==> src/rtl/apb_regfile_pkg.sv <==
// Shared types and the register map for the APB student-record register slave.
package apb_regfile_pkg;

    typedef enum logic [1:0] {
        IDLE = 2'd0,
        WAIT = 2'd1,
        DONE = 2'd2
    } state_e;

    localparam logic [31:0] ADDR_NUM     = 32'h00;
    localparam logic [31:0] ADDR_DATE    = 32'h04;
    localparam logic [31:0] ADDR_SURNAME = 32'h08;
    localparam logic [31:0] ADDR_NAME    = 32'h0C;
    localparam logic [31:0] ADDR_STATUS  = 32'h10;
    localparam logic [31:0] ADDR_ID      = 32'h14;
    localparam logic [31:0] ADDR_LIMIT   = 32'h18;

    localparam logic [31:0] ID_DEFAULT   = 32'hA9B0_0001;

endpackage

==> src/rtl/apb_regfile_bank.sv <==
// Register storage, address decode, error classification and transfer counters.
module apb_regfile_bank
    import apb_regfile_pkg::*;
#(
    parameter int unsigned ADDR_W   = 32,
    parameter logic [31:0] ID_VALUE = ID_DEFAULT
) (
    input  logic              clk,
    input  logic              rst,
    input  logic [ADDR_W-1:0] addr,
    input  logic              write,
    input  logic [31:0]       wdata,
    input  logic              commit,
    output logic [31:0]       rdata,
    output logic              err
);

    logic [3:0][31:0] regs_q;
    logic [7:0]       wr_cnt_q;
    logic [7:0]       err_cnt_q;
    logic [4:0]       off;
    logic             misaligned;
    logic             out_of_range;
    logic             read_only;

    assign off = addr[4:0];

    always_comb begin
        misaligned   = |addr[1:0];
        out_of_range = addr >= ADDR_W'(ADDR_LIMIT);
        read_only    = (off == ADDR_STATUS[4:0]) || (off == ADDR_ID[4:0]);
        err          = misaligned || out_of_range || (write && read_only);
    end

    // Error responses always carry zero data, so the mux is gated by err.
    always_comb begin
        rdata = '0;
        if (!err) begin
            case (off)
                ADDR_NUM[4:0], ADDR_DATE[4:0],
                ADDR_SURNAME[4:0], ADDR_NAME[4:0]: rdata = regs_q[off[3:2]];
                ADDR_STATUS[4:0]:                  rdata = {16'h0, err_cnt_q, wr_cnt_q};
                ADDR_ID[4:0]:                      rdata = ID_VALUE;
                default:                           rdata = '0;
            endcase
        end
    end

    always_ff @(posedge clk or posedge rst) begin
        if (rst) begin
            regs_q    <= '0;
            wr_cnt_q  <= '0;
            err_cnt_q <= '0;
        end else if (commit) begin
            if (err) begin
                if (err_cnt_q != 8'hFF) err_cnt_q <= err_cnt_q + 8'd1;
            end else if (write) begin
                regs_q[off[3:2]] <= wdata;
                wr_cnt_q         <= wr_cnt_q + 8'd1;
            end
        end
    end

endmodule

==> src/rtl/apb_regfile_slave.sv <==
// APB3 completer for the student-record registers: transfer FSM with programmable wait states.
module apb_regfile_slave
    import apb_regfile_pkg::*;
#(
    parameter int unsigned ADDR_W      = 32,
    parameter int unsigned WAIT_STATES = 1,
    parameter logic [31:0] ID_VALUE    = ID_DEFAULT
) (
    input  logic              PCLK,
    input  logic              PRESET,
    input  logic              PSEL,
    input  logic              PENABLE,
    input  logic              PWRITE,
    input  logic [ADDR_W-1:0] PADDR,
    input  logic [31:0]       PWDATA,
    output logic [31:0]       PRDATA,
    output logic              PREADY,
    output logic              PSLVERR
);

    localparam int CNT_W = (WAIT_STATES > 1) ? $clog2(WAIT_STATES + 1) : 1;

    state_e            state_q, state_d;
    logic [CNT_W-1:0]  cnt_q, cnt_d;
    logic [ADDR_W-1:0] addr_q, addr_d;
    logic              write_q, write_d;
    logic [31:0]       wdata_q, wdata_d;
    logic              ready_d, slverr_d;
    logic [31:0]       rdata_d;

    logic [ADDR_W-1:0] dec_addr;
    logic              dec_write;
    logic              commit;
    logic [31:0]       bank_rdata;
    logic              bank_err;

    // Zero-wait builds respond on the setup edge, so decode the live bus while idle.
    assign dec_addr  = (state_q == IDLE) ? PADDR  : addr_q;
    assign dec_write = (state_q == IDLE) ? PWRITE : write_q;

    apb_regfile_bank #(
        .ADDR_W   (ADDR_W),
        .ID_VALUE (ID_VALUE)
    ) u_bank (
        .clk    (PCLK),
        .rst    (PRESET),
        .addr   (dec_addr),
        .write  (dec_write),
        .wdata  (wdata_q),
        .commit (commit),
        .rdata  (bank_rdata),
        .err    (bank_err)
    );

    always_comb begin
        state_d  = state_q;
        cnt_d    = cnt_q;
        addr_d   = addr_q;
        write_d  = write_q;
        wdata_d  = wdata_q;
        ready_d  = 1'b0;
        rdata_d  = '0;
        slverr_d = 1'b0;
        commit   = 1'b0;
        case (state_q)
            IDLE: begin
                if (PSEL && !PENABLE) begin
                    addr_d  = PADDR;
                    write_d = PWRITE;
                    wdata_d = PWDATA;
                    cnt_d   = CNT_W'(WAIT_STATES);
                    if (WAIT_STATES == 0) begin
                        state_d  = DONE;
                        ready_d  = 1'b1;
                        rdata_d  = bank_rdata;
                        slverr_d = bank_err;
                    end else begin
                        state_d = WAIT;
                    end
                end
            end
            WAIT: begin
                if (!PSEL) begin
                    state_d = IDLE;
                end else if (PENABLE) begin
                    if (cnt_q == CNT_W'(1)) begin
                        state_d  = DONE;
                        ready_d  = 1'b1;
                        rdata_d  = bank_rdata;
                        slverr_d = bank_err;
                    end else begin
                        cnt_d = cnt_q - CNT_W'(1);
                    end
                end
            end
            DONE: begin
                // A master that drops PSEL here abandons the transfer: nothing commits.
                state_d = IDLE;
                commit  = PSEL;
            end
            default: state_d = IDLE;
        endcase
    end

    always_ff @(posedge PCLK or posedge PRESET) begin
        if (PRESET) begin
            state_q <= IDLE;
            cnt_q   <= '0;
            addr_q  <= '0;
            write_q <= 1'b0;
            wdata_q <= '0;
            PREADY  <= 1'b0;
            PRDATA  <= '0;
            PSLVERR <= 1'b0;
        end else begin
            state_q <= state_d;
            cnt_q   <= cnt_d;
            addr_q  <= addr_d;
            write_q <= write_d;
            wdata_q <= wdata_d;
            PREADY  <= ready_d;
            PRDATA  <= rdata_d;
            PSLVERR <= slverr_d;
        end
    end

endmodule

==> config.mk <==
export PLATFORM = sky130hd
export DESIGN_NAME = apb_regfile_slave
export DESIGN_NICKNAME = d
export VERILOG_FILES = /design/src/rtl/apb_regfile_pkg.sv /design/src/rtl/apb_regfile_bank.sv /design/src/rtl/apb_regfile_slave.sv
export SDC_FILE = /design/constraint.sdc
export NUM_CORES = 1
export LEC_CHECK = 0
export BUFFER_PORTS_ARGS = -buffer_cell sky130_fd_sc_hd__buf_4
export CORE_AREA = 2 2 159 161
export CTS_CLUSTER_DIAMETER = 150
export DETAILED_ROUTE_END_ITERATION = 16
export DIE_AREA = 0 0 161 163
export PLACE_DENSITY = 0.71
export SLEW_MARGIN = 20
export SYNTH_ARGS = -nofsm -noshare
export SYNTH_HDL_FRONTEND = slang
export SYNTH_HIERARCHICAL = 1
export SYNTH_SLANG_ARGS = --single-unit
==> constraint.sdc <==
create_clock -name PCLK -period 6.9 [get_ports PCLK]
set_input_delay 1.38 -clock PCLK [delete_from_list [all_inputs] [get_ports PCLK]]
set_output_delay 1.38 -clock PCLK [all_outputs]
set_load 0.02 [all_outputs]
# Yosys cells after proc, flatten, opt, wreduce, memory -nomap -nowiden

Cells that the tools add are included.

Register bits: 246
Latch bits: 0
Memory bits (writable): 0
Memory bits (read-only): 0
Bits of input ports: 69
Output and inout bits: 34
Word-level logic and storage cells: 83
Memories: 0

Add/subtract/negate cells: 3
Multiply operators: 0
Divide/modulo/power cells: 0
$lt $le $gt $ge: 3
Equal/unequal tests: 13
Shift operators: 0
Mux-type cells: 32
Bitwise gates (word level): 1
Reduce and logical (&&, ||, !) cells: 17

Operator list:

| operator                                                           | count |
|---|---|
| two-way mux 32 bit                                                 | 8 |
| bitwise mux 128 bit                                                | 1 |
| case mux 32 bit (3 select lines)                                   | 1 |
| binary-select mux 32 bit (select 2 bit)                            | 1 |
| demux 32 bit (select 2 bit)                                        | 1 |
| greater-or-equal comparator 32 x 5 -> 1 bit, second input constant | 1 |
| adder 8 x 1 -> 8 bit, second input constant                        | 2 |
| two-way mux 1 bit                                                  | 14 |
| == test 5 x 4 -> 1 bit, second input constant                      | 2 |
| == test 5 bit, second input constant                               | 2 |
| AND reduction 3 bit                                                | 3 |
| two-way mux 2 bit                                                  | 4 |
| inequality test 8 bit, second input constant                       | 1 |
| inequality test 3 bit, second input constant                       | 2 |
| == test 5 x 3 -> 1 bit, second input constant                      | 1 |
| logical NOT 5 bit                                                  | 1 |
| inequality test 2 bit, second input constant                       | 2 |
| case mux 2 bit (2 select lines)                                    | 1 |
| AND reduction 4 bit                                                | 1 |
| OR reduction 4 bit                                                 | 1 |
| logical AND 1 bit                                                  | 3 |
| logical OR 1 bit                                                   | 3 |
| < comparator 2 x 3 -> 1 bit, second input constant                 | 1 |
| == test 2 x 1 -> 1 bit, second input constant                      | 1 |
| 11 further kinds                                                   | 11 |

# Logic depth before layout (Yosys ltp)

Word-level depth: 11
Mapped depth: 14
Mapped depth without buffers: 9

# By module

Netlist, hierarchy kept.

By module, submodules not included:

| module            | instances | cells an instance | area each (um^2) |
|---|---|---|---|
| apb_regfile_bank  | 1         | 463               | 6,715.2 |
| apb_regfile_slave | 1         | 297               | 4,156.5 |

# Worst setup path after synthesis

OpenSTA, ideal clock, no wires.

Path type: in2reg
Start point: input port PADDR[23]
End point: register u_bank/regs_q[64] (netlist name)
Data arrival time: 3.438 ns
Data required time: 6.772 ns
Setup slack: 3.335 ns
Stages on the path: 8
Cell sequence: mux2_2 > nor4_1 > nand4_1 > nor3_4 > inv_2 > nor4_4 > buf_4 > mux2_1

Cells in the longest elaborated chain, start to end: 6

Ends and longest elaborated chain:

| element                                     | RTL line                | source |
|---|---|---|
| start, declared                             | apb_regfile_slave.sv:14 | `input logic [ADDR_W-1:0] PADDR,` |
| two-way mux 32 bit                          | apb_regfile_slave.sv:38 | `assign dec_addr = (state_q == IDLE) ? PADDR : addr_q;` |
| greater-or-equal comparator 32 x 5 -> 1 bit | apb_regfile_bank.sv:30  | `out_of_range = addr >= ADDR_W'(ADDR_LIMIT);` |
| logical OR 1 bit (2 in series)              | apb_regfile_bank.sv:32  | `err = misaligned \|\| out_of_range \|\| (write && read_only);` |
| NOT 1 bit (no source line)                  | n/a                     |  |
| AND reduction 3 bit (no source line)        | n/a                     |  |
| end signal, assigned by index               | apb_regfile_bank.sv:58  | `regs_q[off[3:2]] <= wdata;` |
| end, declared                               | apb_regfile_bank.sv:18  | `logic [3:0][31:0] regs_q;` |

No other way between the ends.
A chain may end at the register's enable or synchronous reset.

# Worst setup path in the final report

Start point: register state_q[0]
End point: register u_bank/regs_q[94] (netlist name)

Cells in the longest elaborated chain, start to end: 8
Elaborated cells between the ends (all ways): 21

Ends and longest elaborated chain:

| element                                                                                             | RTL line                 | source |
|---|---|---|
| start, declared                                                                                     | apb_regfile_slave.sv:23  | `state_e state_q, state_d;` |
| start signal, assigned                                                                              | apb_regfile_slave.sv:116 | `state_q <= state_d;` |
| logical NOT 2 bit *                                                                                 | apb_regfile_slave.sv:38  |  |
| two-way mux 32 bit *                                                                                | apb_regfile_slave.sv:38  |  |
| via dec_addr[3]                                                                                     | apb_regfile_slave.sv:31  | `logic [ADDR_W-1:0] dec_addr;` |
| parallel branches: the longest is 3 deep, another holds greater-or-equal comparator 32 x 5 -> 1 bit | n/a                      |  |
| logical OR 1 bit *                                                                                  | apb_regfile_bank.sv:32   |  |
| via bank_err                                                                                        | apb_regfile_slave.sv:35  | `logic bank_err;` |
| NOT 1 bit (no source line) *                                                                        | n/a                      |  |
| AND reduction 3 bit (no source line) *                                                              | n/a                      |  |

Mark *: on every way through the listed nets, which the timed path passes.

==> flow_summary.toml <==
[clocking]
cts_max_path_buffers = 3
root_buffer = "clkbuf_16"
cts_tree = "yes"
clkTransAtPathRegs_ns = 0.06
hold_buffers = 0
clock_sinks = 246
clk_latency_ns = 0.52
postCtsSetupRepairBufs = 0
cts_resized = 0
htree_levels = 1
numCtsBuffers = 26

[setup_path]
crit_path_start = "state_q[0]$_DFFE_PP0P_"
r2r_start = "state_q[0]$_DFFE_PP0P_"
start_kind = "flip-flop"
arrival_ns = 5.05
crit_type = "reg -> reg"
crit_buf_inv = 3
worstPathMaxFanout = 37
crit_chain = "nor2_2 > buf_4 > mux2_2 > o21ai_0 > nand3_1 > nor3_4 > inv_2 > nor4_4 > buf_4 > mux2_2"
crit_required_ns = 7.30
end_kind = "flip-flop"
max_stage_delay_ns = 0.76
slowest_stage = "mux2_2"
cp_top_family = "simple AND/OR/NAND/NOR gates"
r2r_slack_ns = 2.25

[run]
cap_viol_max_count = 0

[floorplan]
boundaryPins = 103
die_y_um = 163
start_util_pct = 44.1
core_um2 = 24700
placementRows = 58
die_x_um = 161
die_area_um2 = 26200

[timing]
slew_violations = 0
period_share_pct = 67.4
layout_min_cycle_time_ns = 4.65
fin_setup_tns_ns = 0
worstMarginPinSlew_ns = 1.06
setup_viol = 0
slew_headroom_pct = 29.5
rsz0062_at_grt = "false"
finalHoldViolCount = 0
setup_slack_ns = 2.25
fin_skew_ns = 0.0141
max_freq_mhz = 215

[synthesis]
syn_area_um2 = 10900
synth_cell_types = 38
syn_nets = 831
synth_cells = 760
ys_seq_area_share_pct = 56.6
synthMostInstantiatedCell = "dfrtp_1"
synth_top_area_share_pct = 56.6
synth_area_leaders = "dfrtp_1 (57%), mux2_2 (15%), mux2_1 (8.8%)"
synth.avg_cell_area_um2 = 14.3
synthArstFlopShare_pct = 100
synth_seq_cells = 246
synth_top_cell_by_area = "dfrtp_1"
synth_flop_cell = "dfrtp_1"
synthTopCellsByCount = "dfrtp_1 (246), mux2_2 (144), mux2_1 (85)"
ys_warn_count = 6
synth-edff-count = 0

[route]
route.detailed.wl_per_inst_um = 18.2
wl_met1_um = 10400
met2_length_um = 10300
viasPerCell = 5.28
met3WireLength_um = 1090
drc_errors = 0
dr.pass1.iters = 4
drt-total-wl_um = 22000
ant_nets = 0
top_layer_used = "met4"
drt_iter0_markers = 394
vias = 6367

[power_and_ir_drop]
leakage_nw = 5.99
p_per_area_nw_per_um2 = 255
peakVddDrop_mv = 0.104

[place]
portBuffers = 102
place.gp.congestion = 0.823
place_ws_ns = 1.89
dpl.hpwl_um = 14400

[run_status]
outcome = "completed"

[layout]
areaGrowthSynthToFinish_pct = 18.0
multi_input_comb_area_um2 = 4350
n_fill_cell = 2100
regArea_um2 = 6160
final_nets = 929
n_antenna_cell = 0
layout-drive-gt1-share_pct = 39.2

[hold_path]
hp-class = "reg -> reg"
min-delay-start = "u_bank/wr_cnt_q[7]$_DFFE_PP0P_"

[global_route]
grt_usage_pct = 17.2
antenna_found_initial = 0
gr-total-overflow = 0
grt_pass1_vias = 6666
grt_max_degree = 77
grt_pass1_wl_um = 36100
## per-layer routing
metal	vias up	track usage [%]
met5	-	0
met4	0	4.02
met3	22	2.72
met2	143	27.4
met1	3267	25.0
li1	2935	-
## worst register-to-register path, stage by stage (launching register included)
cell and delay (ns):
dfrtp_1 0.47, nor2_2 0.11, buf_4 0.39, mux2_2 0.78
o21ai_0 0.30, nand3_1 0.30, nor3_4 0.64, inv_2 0.42
nor4_4 0.24, buf_4 0.44, mux2_2 0.43
## power breakdown
group	switching (W)	total (W)	internal [W]
sequential	0.0000732	0.00160	0.00152
clock	0.000548	0.00143	0.000880
combinational	0.000121	0.000246	0.000125
## final timing paths
| path | endpoint | cells after the start |
|---|---|---|
| worst max register to register | u_bank/regs_q[94]$_DFFE_PP0P_ | 10 |
| worst max-delay path | u_bank/regs_q[94]$_DFFE_PP0P_ | 10 |
| worst min register to register | u_bank/wr_cnt_q[7]$_DFFE_PP0P_ | 1 |
| min in group asynchronous | wdata_q[29]$_DFFE_PP0P_ | 2 |
| worst min-delay path | u_bank/wr_cnt_q[7]$_DFFE_PP0P_ | 1 |
| max in group asynchronous | u_bank/regs_q[78]$_DFFE_PP0P_ | 3 |
## cells by family (layout without fill, tap and decap cells)
kind of cell	Yosys count	after routing	share of synthesized area [%]
xor+xnor	13	13	1.05
flops	246	246	56.6
compound gates	30	30	1.78
fa+ha+maj	2	2	0.230
simple gates	126	126	6.35
mux	261	261	30.3
buf+inv	82	199	3.61
## placed cells by master (no fill, tap or decap), types with 8 or more instances in the layout
cell type / count
nand3_1: 8
nor3_1: 36
buf_4: 115
nor2_1: 24
dfrtp_1: 246
a22oi_1: 15
a21oi_1: 9
inv_1: 33
clkbuf_16: 27
mux2_2: 144
mux4_2: 32
mux2_1: 85
and3_1: 12
nand2_1: 17
## final cells by class
class / instances / area share [%]
clock buffer: 37 / 5.95
clock inverter: 10 / 1.02
inverter: 37 / 1.12
multi-input combinational: 432 / 34.0
sequential: 246 / 48.0
tap: 330 / 3.22
timing repair buffer: 115 / 6.73
## flip-flops by register name, summed over array words and instances (netlist names)
name              flops
addr_q               32
state_q               2
write_q               1
PRDATA               32
u_bank/regs_q       128
PREADY                1
wdata_q              32
cnt_q                 1
PSLVERR               1
u_bank/wr_cnt_q       8
u_bank/err_cnt_q      8
## through the flow
step | power (W) | cells | util (%) | hold slack, ns | cell area [µm²]
5_1_grt | 0.00341 | 1207 | 52.0 | 0.493 | 12800
3_5_place_dp | 0.00187 | 1160 | 48.4 | 0.468 | 11900
6_report | 0.00327 | 1207 | 52.0 | 0.471 | 12800
4_1_cts | 0.00331 | 1207 | 52.0 | 0.473 | 12800
3_3_place_gp | 0.00187 | 1160 | 48.4 | 0.459 | 11900
2_1_floorplan | 0.00178 | 760 | - | 0.442 | 10900
Note: power is estimated with default switching activity, not from simulation.
